## src/rtl/ta_pkg.sv

```systemverilog
// Shared types and constants for the Tsetlin-automaton clause controller.
package ta_pkg;

  typedef enum logic [2:0] {IDLE, INFER, REL1, TRAIN, REL2, RESP} ctrl_state_t;

  localparam int   TRAIN_CYCLES = 3;
  localparam logic FB_TYPE_I    = 1'b0;
  localparam logic FB_TYPE_II   = 1'b1;

  // Fibonacci step with taps 16,14,13,11, written in right-shift form.
  function automatic logic [15:0] lfsr16_next(input logic [15:0] s);
    return {s[0] ^ s[2] ^ s[3] ^ s[5], s[15:1]};
  endfunction

endpackage

```

## src/rtl/ta_lfsr16.sv

```systemverilog
// Free-running 16-bit maximal-length LFSR feeding the per-TA random bits.
module ta_lfsr16
  import ta_pkg::*;
#(
  parameter logic [15:0] SEED = 16'hACE1
) (
  input  logic        clk,
  input  logic        rst,
  output logic [15:0] lfsr_o
);

  logic [15:0] state_q;

  // NOTE: reset is synchronous, so rst only takes effect on a rising clock edge.
  always_ff @(posedge clk) begin
    if (rst) begin
      state_q <= SEED;
    end else begin
      state_q <= lfsr16_next(state_q);
    end
  end

  assign lfsr_o = state_q;

endmodule

```

## src/rtl/ta_clause_ctrl.sv

```systemverilog
// Initiator for a lock-step TA array: inference pass, optional training pass,
// clause reduction and a valid/ready response towards the vote layer.
module ta_clause_ctrl
  import ta_pkg::*;
#(
  parameter int          N_TA      = 8,
  parameter int          TIMEOUT   = 16,
  parameter logic [15:0] LFSR_SEED = 16'hACE1
) (
  input  logic            clk,
  input  logic            rst,
  input  logic            req_valid,
  output logic            req_ready,
  input  logic [N_TA-1:0] req_literals,
  input  logic            req_train,
  input  logic            req_fb_type,
  output logic            rsp_valid,
  input  logic            rsp_ready,
  output logic            rsp_clause,
  output logic            rsp_error,
  output logic            ta_enable,
  output logic            ta_training_sel,
  output logic [N_TA-1:0] ta_literal,
  output logic            ta_type_feedback,
  output logic            ta_clause_result,
  output logic [N_TA-1:0] ta_rand,
  input  logic [N_TA-1:0] ta_ready,
  input  logic [N_TA-1:0] ta_done,
  input  logic [N_TA-1:0] ta_result
);

  localparam int TMO_W = $clog2(TIMEOUT + 1);

  ctrl_state_t      state_q;
  logic [TMO_W-1:0] tmo_q;
  logic [1:0]       trn_cnt_q;
  logic             train_q;
  logic             clause_q;
  logic             err_q;
  logic [15:0]      lfsr_state;
  logic             unused_lfsr;
  logic             all_done;
  logic             all_ready;
  logic             tmo_hit;

  assign all_done  = &ta_done;
  assign all_ready = &ta_ready;
  assign tmo_hit   = (tmo_q == TMO_W'(TIMEOUT - 1));

  ta_lfsr16 #(.SEED(LFSR_SEED)) u_lfsr (
    .clk    (clk),
    .rst    (rst),
    .lfsr_o (lfsr_state)
  );

  for (genvar i = 0; i < N_TA; i++) begin : g_rand
    assign ta_rand[i] = lfsr_state[i % 16];
  end
  // Upper LFSR bits go unobserved when N_TA < 16.
  assign unused_lfsr = ^lfsr_state;

  // NOTE: outputs are registered, so each one is written on the transition into the state that drives it.
  always_ff @(posedge clk) begin
    if (rst) begin
      state_q          <= IDLE;
      tmo_q            <= '0;
      trn_cnt_q        <= '0;
      train_q          <= 1'b0;
      clause_q         <= 1'b0;
      err_q            <= 1'b0;
      req_ready        <= 1'b1;
      rsp_valid        <= 1'b0;
      rsp_clause       <= 1'b0;
      rsp_error        <= 1'b0;
      ta_enable        <= 1'b0;
      ta_training_sel  <= 1'b0;
      ta_literal       <= '0;
      ta_type_feedback <= FB_TYPE_I;
      ta_clause_result <= 1'b0;
    end else begin
      case (state_q)
        IDLE: begin
          if (req_valid && req_ready) begin
            ta_literal       <= req_literals;
            ta_type_feedback <= req_fb_type;
            train_q          <= req_train;
            req_ready        <= 1'b0;
            ta_enable        <= 1'b1;
            tmo_q            <= '0;
            state_q          <= INFER;
          end
        end
        INFER: begin
          if (all_done || tmo_hit) begin
            clause_q  <= all_done & (&ta_result);
            err_q     <= ~all_done;
            ta_enable <= 1'b0;
            tmo_q     <= '0;
            state_q   <= REL1;
          end else begin
            tmo_q <= tmo_q + TMO_W'(1);
          end
        end
        REL1, REL2: begin
          if (all_ready && train_q && state_q == REL1) begin
            ta_enable        <= 1'b1;
            ta_training_sel  <= 1'b1;
            ta_clause_result <= clause_q;
            trn_cnt_q        <= '0;
            tmo_q            <= '0;
            state_q          <= TRAIN;
          end else if (all_ready || tmo_hit) begin
            rsp_valid  <= 1'b1;
            rsp_clause <= clause_q;
            rsp_error  <= err_q | ~all_ready;
            tmo_q      <= '0;
            state_q    <= RESP;
          end else begin
            tmo_q <= tmo_q + TMO_W'(1);
          end
        end
        TRAIN: begin
          // The TAs step through inference, train and feedback; done is not consulted.
          if (trn_cnt_q == 2'(TRAIN_CYCLES - 1)) begin
            ta_enable       <= 1'b0;
            ta_training_sel <= 1'b0;
            tmo_q           <= '0;
            state_q         <= REL2;
          end else begin
            trn_cnt_q <= trn_cnt_q + 2'd1;
          end
        end
        RESP: begin
          if (rsp_ready) begin
            rsp_valid        <= 1'b0;
            rsp_clause       <= 1'b0;
            rsp_error        <= 1'b0;
            err_q            <= 1'b0;
            ta_clause_result <= 1'b0;
            req_ready        <= 1'b1;
            state_q          <= IDLE;
          end
        end
        default: state_q <= IDLE;
      endcase
    end
  end

endmodule

```

## config.mk

```make
export PLATFORM = sky130hd
export DESIGN_NAME = ta_clause_ctrl
export DESIGN_NICKNAME = d
export VERILOG_FILES = /design/src/rtl/ta_pkg.sv /design/src/rtl/ta_lfsr16.sv /design/src/rtl/ta_clause_ctrl.sv
export SDC_FILE = /design/constraint.sdc
export NUM_CORES = 1
export LEC_CHECK = 0
export ABC_AREA = 1
export CORE_MARGIN = 4
export CORE_UTILIZATION = 40
export DETAILED_ROUTE_END_ITERATION = 7
export PLACE_DENSITY_LB_ADDON = 0.1
export SYNTH_ARGS = -nofsm -noshare
export SYNTH_HDL_FRONTEND = slang
export SYNTH_SLANG_ARGS = --single-unit
export TNS_END_PERCENT = 5
```

## constraint.sdc

```tcl
create_clock -name clk -period 2.3 [get_ports clk]
set_clock_uncertainty 0.2 [all_clocks]
set_input_delay 0.345 -clock clk [delete_from_list [all_inputs] [get_ports clk]]
set_output_delay 0.345 -clock clk [all_outputs]
set_load 0.01 [all_outputs]
```

# Word-level counts from Yosys, hierarchy flattened
# Cells that the tools add are included.
# classes
n_addsub	2
eq_ne	16
mux	39
n_bitwise	7
reduce_logical	26
# op_table
op	count
$mux W5	5
$reduce_and A8 Y1	3
$pmux W5 S4	1
$mux W3	6
$reduce_and A3 Y1	6
$ne A2 B2 Y1 const B	8
$mux W1	15
$pmux W3 S5	1
$pmux W1 S2	7
$reduce_and A5 Y1	2
$reduce_bool A2 Y1	4
$eq A3 B2 Y1 const B	2
$eq A3 B3 Y1 const B	2
$add A5 B1 Y5 const B	1
$eq A5 B4 Y1 const B	1
$mux W2	2
$pmux W1 S4	1
$pmux W2 S2	1
$reduce_and A2 Y1	2
$reduce_and A4 Y1	1
$reduce_bool A4 Y1	1
$eq A3 B1 Y1 const B	1
$logic_and A1 B1 Y1	3
$logic_not A3 Y1	1
other kinds (9)	13
# totals
ff_bits	45
inputBits	38
output_inout_bits	24

# Logic depth before layout (Yosys ltp)
# logic_depth
word_depth	6
ltp_mapped	12

# By module
# From an unflattened synthesis, not the netlist that was laid out.
# unflattened
cells_unflattened	274
area_unflattened_um2	1961.9
# by_module_without_submodules
module	n_inst	cells_per_inst	area_each_um2
ta_clause_ctrl	1	217	1461.4
ta_lfsr16	1	57	500.5

# Worst setup path before layout
# No wires, ideal clock.
# synth_path
kind	register -> register
from	register tmo_q[0]
to	register state_q[0]
setup_ps	116
arrival_time_ps	1413
required_time_ps	1984
slack_ps	572
stages_incl_launch_ff	11
path_buffers	0
synth_period_minus_slack_ps	1728
path_cell_list	dfxtp_1 ha_1 nand2_1 nor2_1 ha_1 inv_1 nand3_2 nand2_2 nor2_2 o21ai_0 nor2_1
# synth_between
elab_chain_cells	4
elab_cells_between_ends	6
classes_between	eq/ne: 3; reduce/logical: 3
# synth_rtl
item	line_no	text
from (decl)	ta_clause_ctrl.sv:35	logic [TMO_W-1:0] tmo_q;
from (signal assigned)	ta_clause_ctrl.sv:101	tmo_q <= tmo_q + TMO_W'(1);
from (signal assigned)	ta_clause_ctrl.sv:119	tmo_q <= tmo_q + TMO_W'(1);
$eq A5 B4 Y1 *	ta_clause_ctrl.sv:48	assign tmo_hit = (tmo_q == TMO_W'(TIMEOUT - 1));
$logic_or A1 B1 Y1, on equally long branches	ta_clause_ctrl.sv:112, ta_clause_ctrl.sv:94	
$ne A3 B3 Y1 (no source line) / $ne A2 B2 Y1 (equally long branches)	-	
$reduce_and A5 Y1 (no source line) *	-	
to (signal assigned)	ta_clause_ctrl.sv:111	state_q <= TRAIN;
to (signal assigned)	ta_clause_ctrl.sv:117	state_q <= RESP;
to (signal assigned)	ta_clause_ctrl.sv:128	state_q <= REL2;
to (decl)	ta_clause_ctrl.sv:34	ctrl_state_t state_q;
# Mark *: on every way between the ends. The rest lies on a longest branch, timed or not.
# A chain may end at the register's enable or synchronous reset.

# Final worst setup path
# Ends and elaborated chain as after synthesis.

==> key figures <==
STA
  – Final Setup Violations: 0
  – Slew Viols, Final: 0
  – Final Hold Viols: 0
  – Final Cycle Share: 0.8338
  – Post-layout min period: 1.918 ns
  – Setup_tns: 0 ns
  – Slew HR: 0.6786
  – RSZ-0062 raised after global routing: no
  – Worst slew pin tran: 0.4816 ns
  – Fmax: 521.4 MHz

Routing
  – WL per Instance: 10.38 um
  – Starting DRT DRC Count: 93
  – DRT Pass-1 Iters: 4
  – Post-route ant nets: 0
  – Total detailed-routing wirelength: 4151 um
  – Post-route DRC: 0
  – Routed via count: 1785
  – Vias/cell: 4.463

CTS
  – Clk buf depth: 2
  – CTS tree: built
  – Clock slew at reported path FFs: 0.09 ns
  – Post-CTS Hold Fix Bufs: 0
  – Skew-Pair Late Insertion Delay: 0.29 ns
  – H-tree level count: 2
  – Clock Sink Count: 45
  – Cts bufs inserted: 5
  – Post-CTS setup buffer count: 0
  – Post-CTS Resized: 0
  – Clk root buf: clkbuf_8

Global routing
  – Largest net degree at the start of global routing: 27
  – Initial antenna violation count: 0
  – Global-route wire length before repair: 7355 um
  – Grt ovf: 0
  – GRT Overall Usage: 0.1447
  – Vias in the first global route: 1669

Synthesis
  – Post-synthesis mux area share: 0
  – Yosys warning count: 0
  – Post-Syn Instances: 277
  – Count of cell types in the netlist: 30
  – Register area share after synthesis: 0.4343
  – Syn_area_per_cell: 7.489 um^2
  – Syn nets: 318
  – Post-Synth Simple-Gate Area: 0.2943
  – Synth Area in Adders: 0.01809
  – Synth Area in Compound Gates: 0.1122
  – Main combinational cell family by area after synthesis: simple AND/OR/NAND/NOR gates
  – #FFs+latches synth: 45
  – Mapped cell area: 2074 um^2
  – Xor/xnor share of the synthesized area: 0.008444

Setup path
  – RR Endpoint: state_q[0]$_SDFFE_PP0P_
  – Crit path capture: state_q[0]$_SDFFE_PP0P_
  – CP startpoint: tmo_q[0]$_SDFFE_PP0P_
  – FF-to-FF path depth: 10
  – Reg2reg setup slack: 0.38 ns
  – CP Capture Type: flop
  – Crit start category: flop
  – Setup CP Type: reg2reg
  – Reg2reg start: tmo_q[0]$_SDFFE_PP0P_
  – Worst path required time: 2.29 ns
  – Crit-path max FO: 5
  – Arrival time of the worst setup path: 1.91 ns

Die
  – Num rows: 25
  – Core area: 4880 um^2
  – Initial Utilization: 0.4251
  – Die width: 80.02 um
  – Boundary Pins: 62
  – Die Ht: 80.02 um
  – Die footprint: 6402 um^2

Placed design
  – Hpwl dp: 3254 um
  – Cells after DPL: 392
  – Placed cell area: 2683 um^2
  – GP Congestion: 0.8500
  – Buffers on Ports: 61

Cells and area
  – Share of layout cells above drive strength 1: 0.1291
  – Most frequent cells in the layout: 61 x clkdlybuf4s50_1, 47 x nand2_1, 45 x dfxtp_1
  – Final antenna diode count: 0
  – Nets: 373
  – Fillers: 475
  – Area grow syn2layout: 34.86%
  – Final instance area: 2798 um^2
  – Most common cell after layout, fill and taps aside: clkdlybuf4s50_1
  – Fin cells: 400

Pwr
  – Leakage: 0.001167 uW
  – Peak supply drop: 0.0005024 V
  – Power density over the cells: 890.1 nW/um^2
  – Pwr Total: 2490 uW

Run
  – Max cap viols: 0

Hold path
  – Worst hold path type: reg2reg

Run status
  – Outcome: completed
## synthesized netlist by cell type, drive strengths merged
master  number  area (um^2)
a211oi       1        7.510
a21boi       1        7.510
a21oi       24        120.1
buf         10        82.58
clkbuf       5        18.77
clkinv       1        8.760
dfxtp       45        900.9
ha           3        37.54
inv         44        165.1
nand2       51        206.5
nand3       14        85.08
nand4        4        25.02
nor2        40        192.7
nor3         6        51.30
o211ai       1        7.510
o21ai       16        83.83
o22ai        1        6.260
or2          8        50.05
xnor2        1        8.760
xor2         1        8.760
## worst max-delay path, cell delays in order, from the launching register on
cell and delay (ns):
dfxtp_1 0.34, ha_1 0.21, nand2_1 0.10, nor2_1 0.05, ha_1 0.20, inv_1 0.15
nand3_2 0.13, nand2_2 0.15, nor2_2 0.06, o21ai_0 0.16, nor2_1 0.06
## cells by family (layout without fill, tap and decap cells)
kind of cell | after synthesis | count (layout)
adder cells (fa/ha/maj) | 3 | 3
AO/OA/AOI/OAI | 44 | 44
buffers and inverters | 60 | 116
AND/OR/NAND/NOR | 123 | 123
flip-flops | 45 | 45
XOR/XNOR | 2 | 2
## where the power goes
group          internal, uW  switching, uW  leakage, uW
registers               896           98.1     0.000370
clock network           325            269    0.0000543
logic                   398            504     0.000742
total                  1620            871      0.00117
## worst min path at each step
stage	start	to	slack (ns)	depth (start not counted)
floorplan	u_lfsr.lfsr_o[13]$_SDFF_PP1_	u_lfsr.lfsr_o[12]$_SDFF_PP0_	0.19	2
CTS	u_lfsr.lfsr_o[10]$_SDFF_PP1_	u_lfsr.lfsr_o[9]$_SDFF_PP0_	0.21	2
global route	u_lfsr.lfsr_o[10]$_SDFF_PP1_	u_lfsr.lfsr_o[9]$_SDFF_PP0_	0.22	2
global placement	u_lfsr.lfsr_o[10]$_SDFF_PP1_	u_lfsr.lfsr_o[9]$_SDFF_PP0_	0.19	2
detailed placement	u_lfsr.lfsr_o[12]$_SDFF_PP0_	u_lfsr.lfsr_o[11]$_SDFF_PP1_	0.19	1
finish	u_lfsr.lfsr_o[15]$_SDFF_PP1_	u_lfsr.lfsr_o[14]$_SDFF_PP0_	0.21	2
## final cells by class
cell class,count,area (um^2),area share
sequential,45,900.9,0.3220
multi-input combinational,172,898.4,0.3211
timing repair buffer,63,625.6,0.2236
inverter,45,173.9,0.06216
tap,67,83.83,0.02996
clock buffer,5,68.82,0.02460
clock inverter,3,46.29,0.01655
## routing by layer
| layer | wire [um] | up-vias | track usage |
|---|---|---|---|
| met5 | 0 | - | 0 |
| met4 | 22 | 0 | 0.04392 |
| met3 | 313 | 2 | 0.05530 |
| met2 | 1889 | 49 | 0.2417 |
| met1 | 1925 | 771 | 0.1710 |
| li1 | - | 963 | - |
## flip-flops by register name (all words and copies together), names as in the netlist
name              cells
ta_enable             1
ta_clause_result      1
ta_type_feedback      1
rsp_valid             1
trn_cnt_q             2
req_ready             1
tmo_q                 5
err_q                 1
u_lfsr.lfsr_o        16
rsp_clause            1
clause_q              1
ta_literal            8
state_q               3
rsp_error             1
train_q               1
ta_training_sel       1
## metrics by stage
stage,hold slack [ns],utilization,setup slack [ns]
detailed placement,0.1945,0.5497,0.2544
global placement,0.1910,0.5497,0.2723
finish,0.2131,0.5733,0.3823
CTS,0.2149,0.5733,0.3683
global route,0.2238,0.5733,0.2009
floorplan,0.1883,-,0.5717
Power figures use the tool's default switching activity.
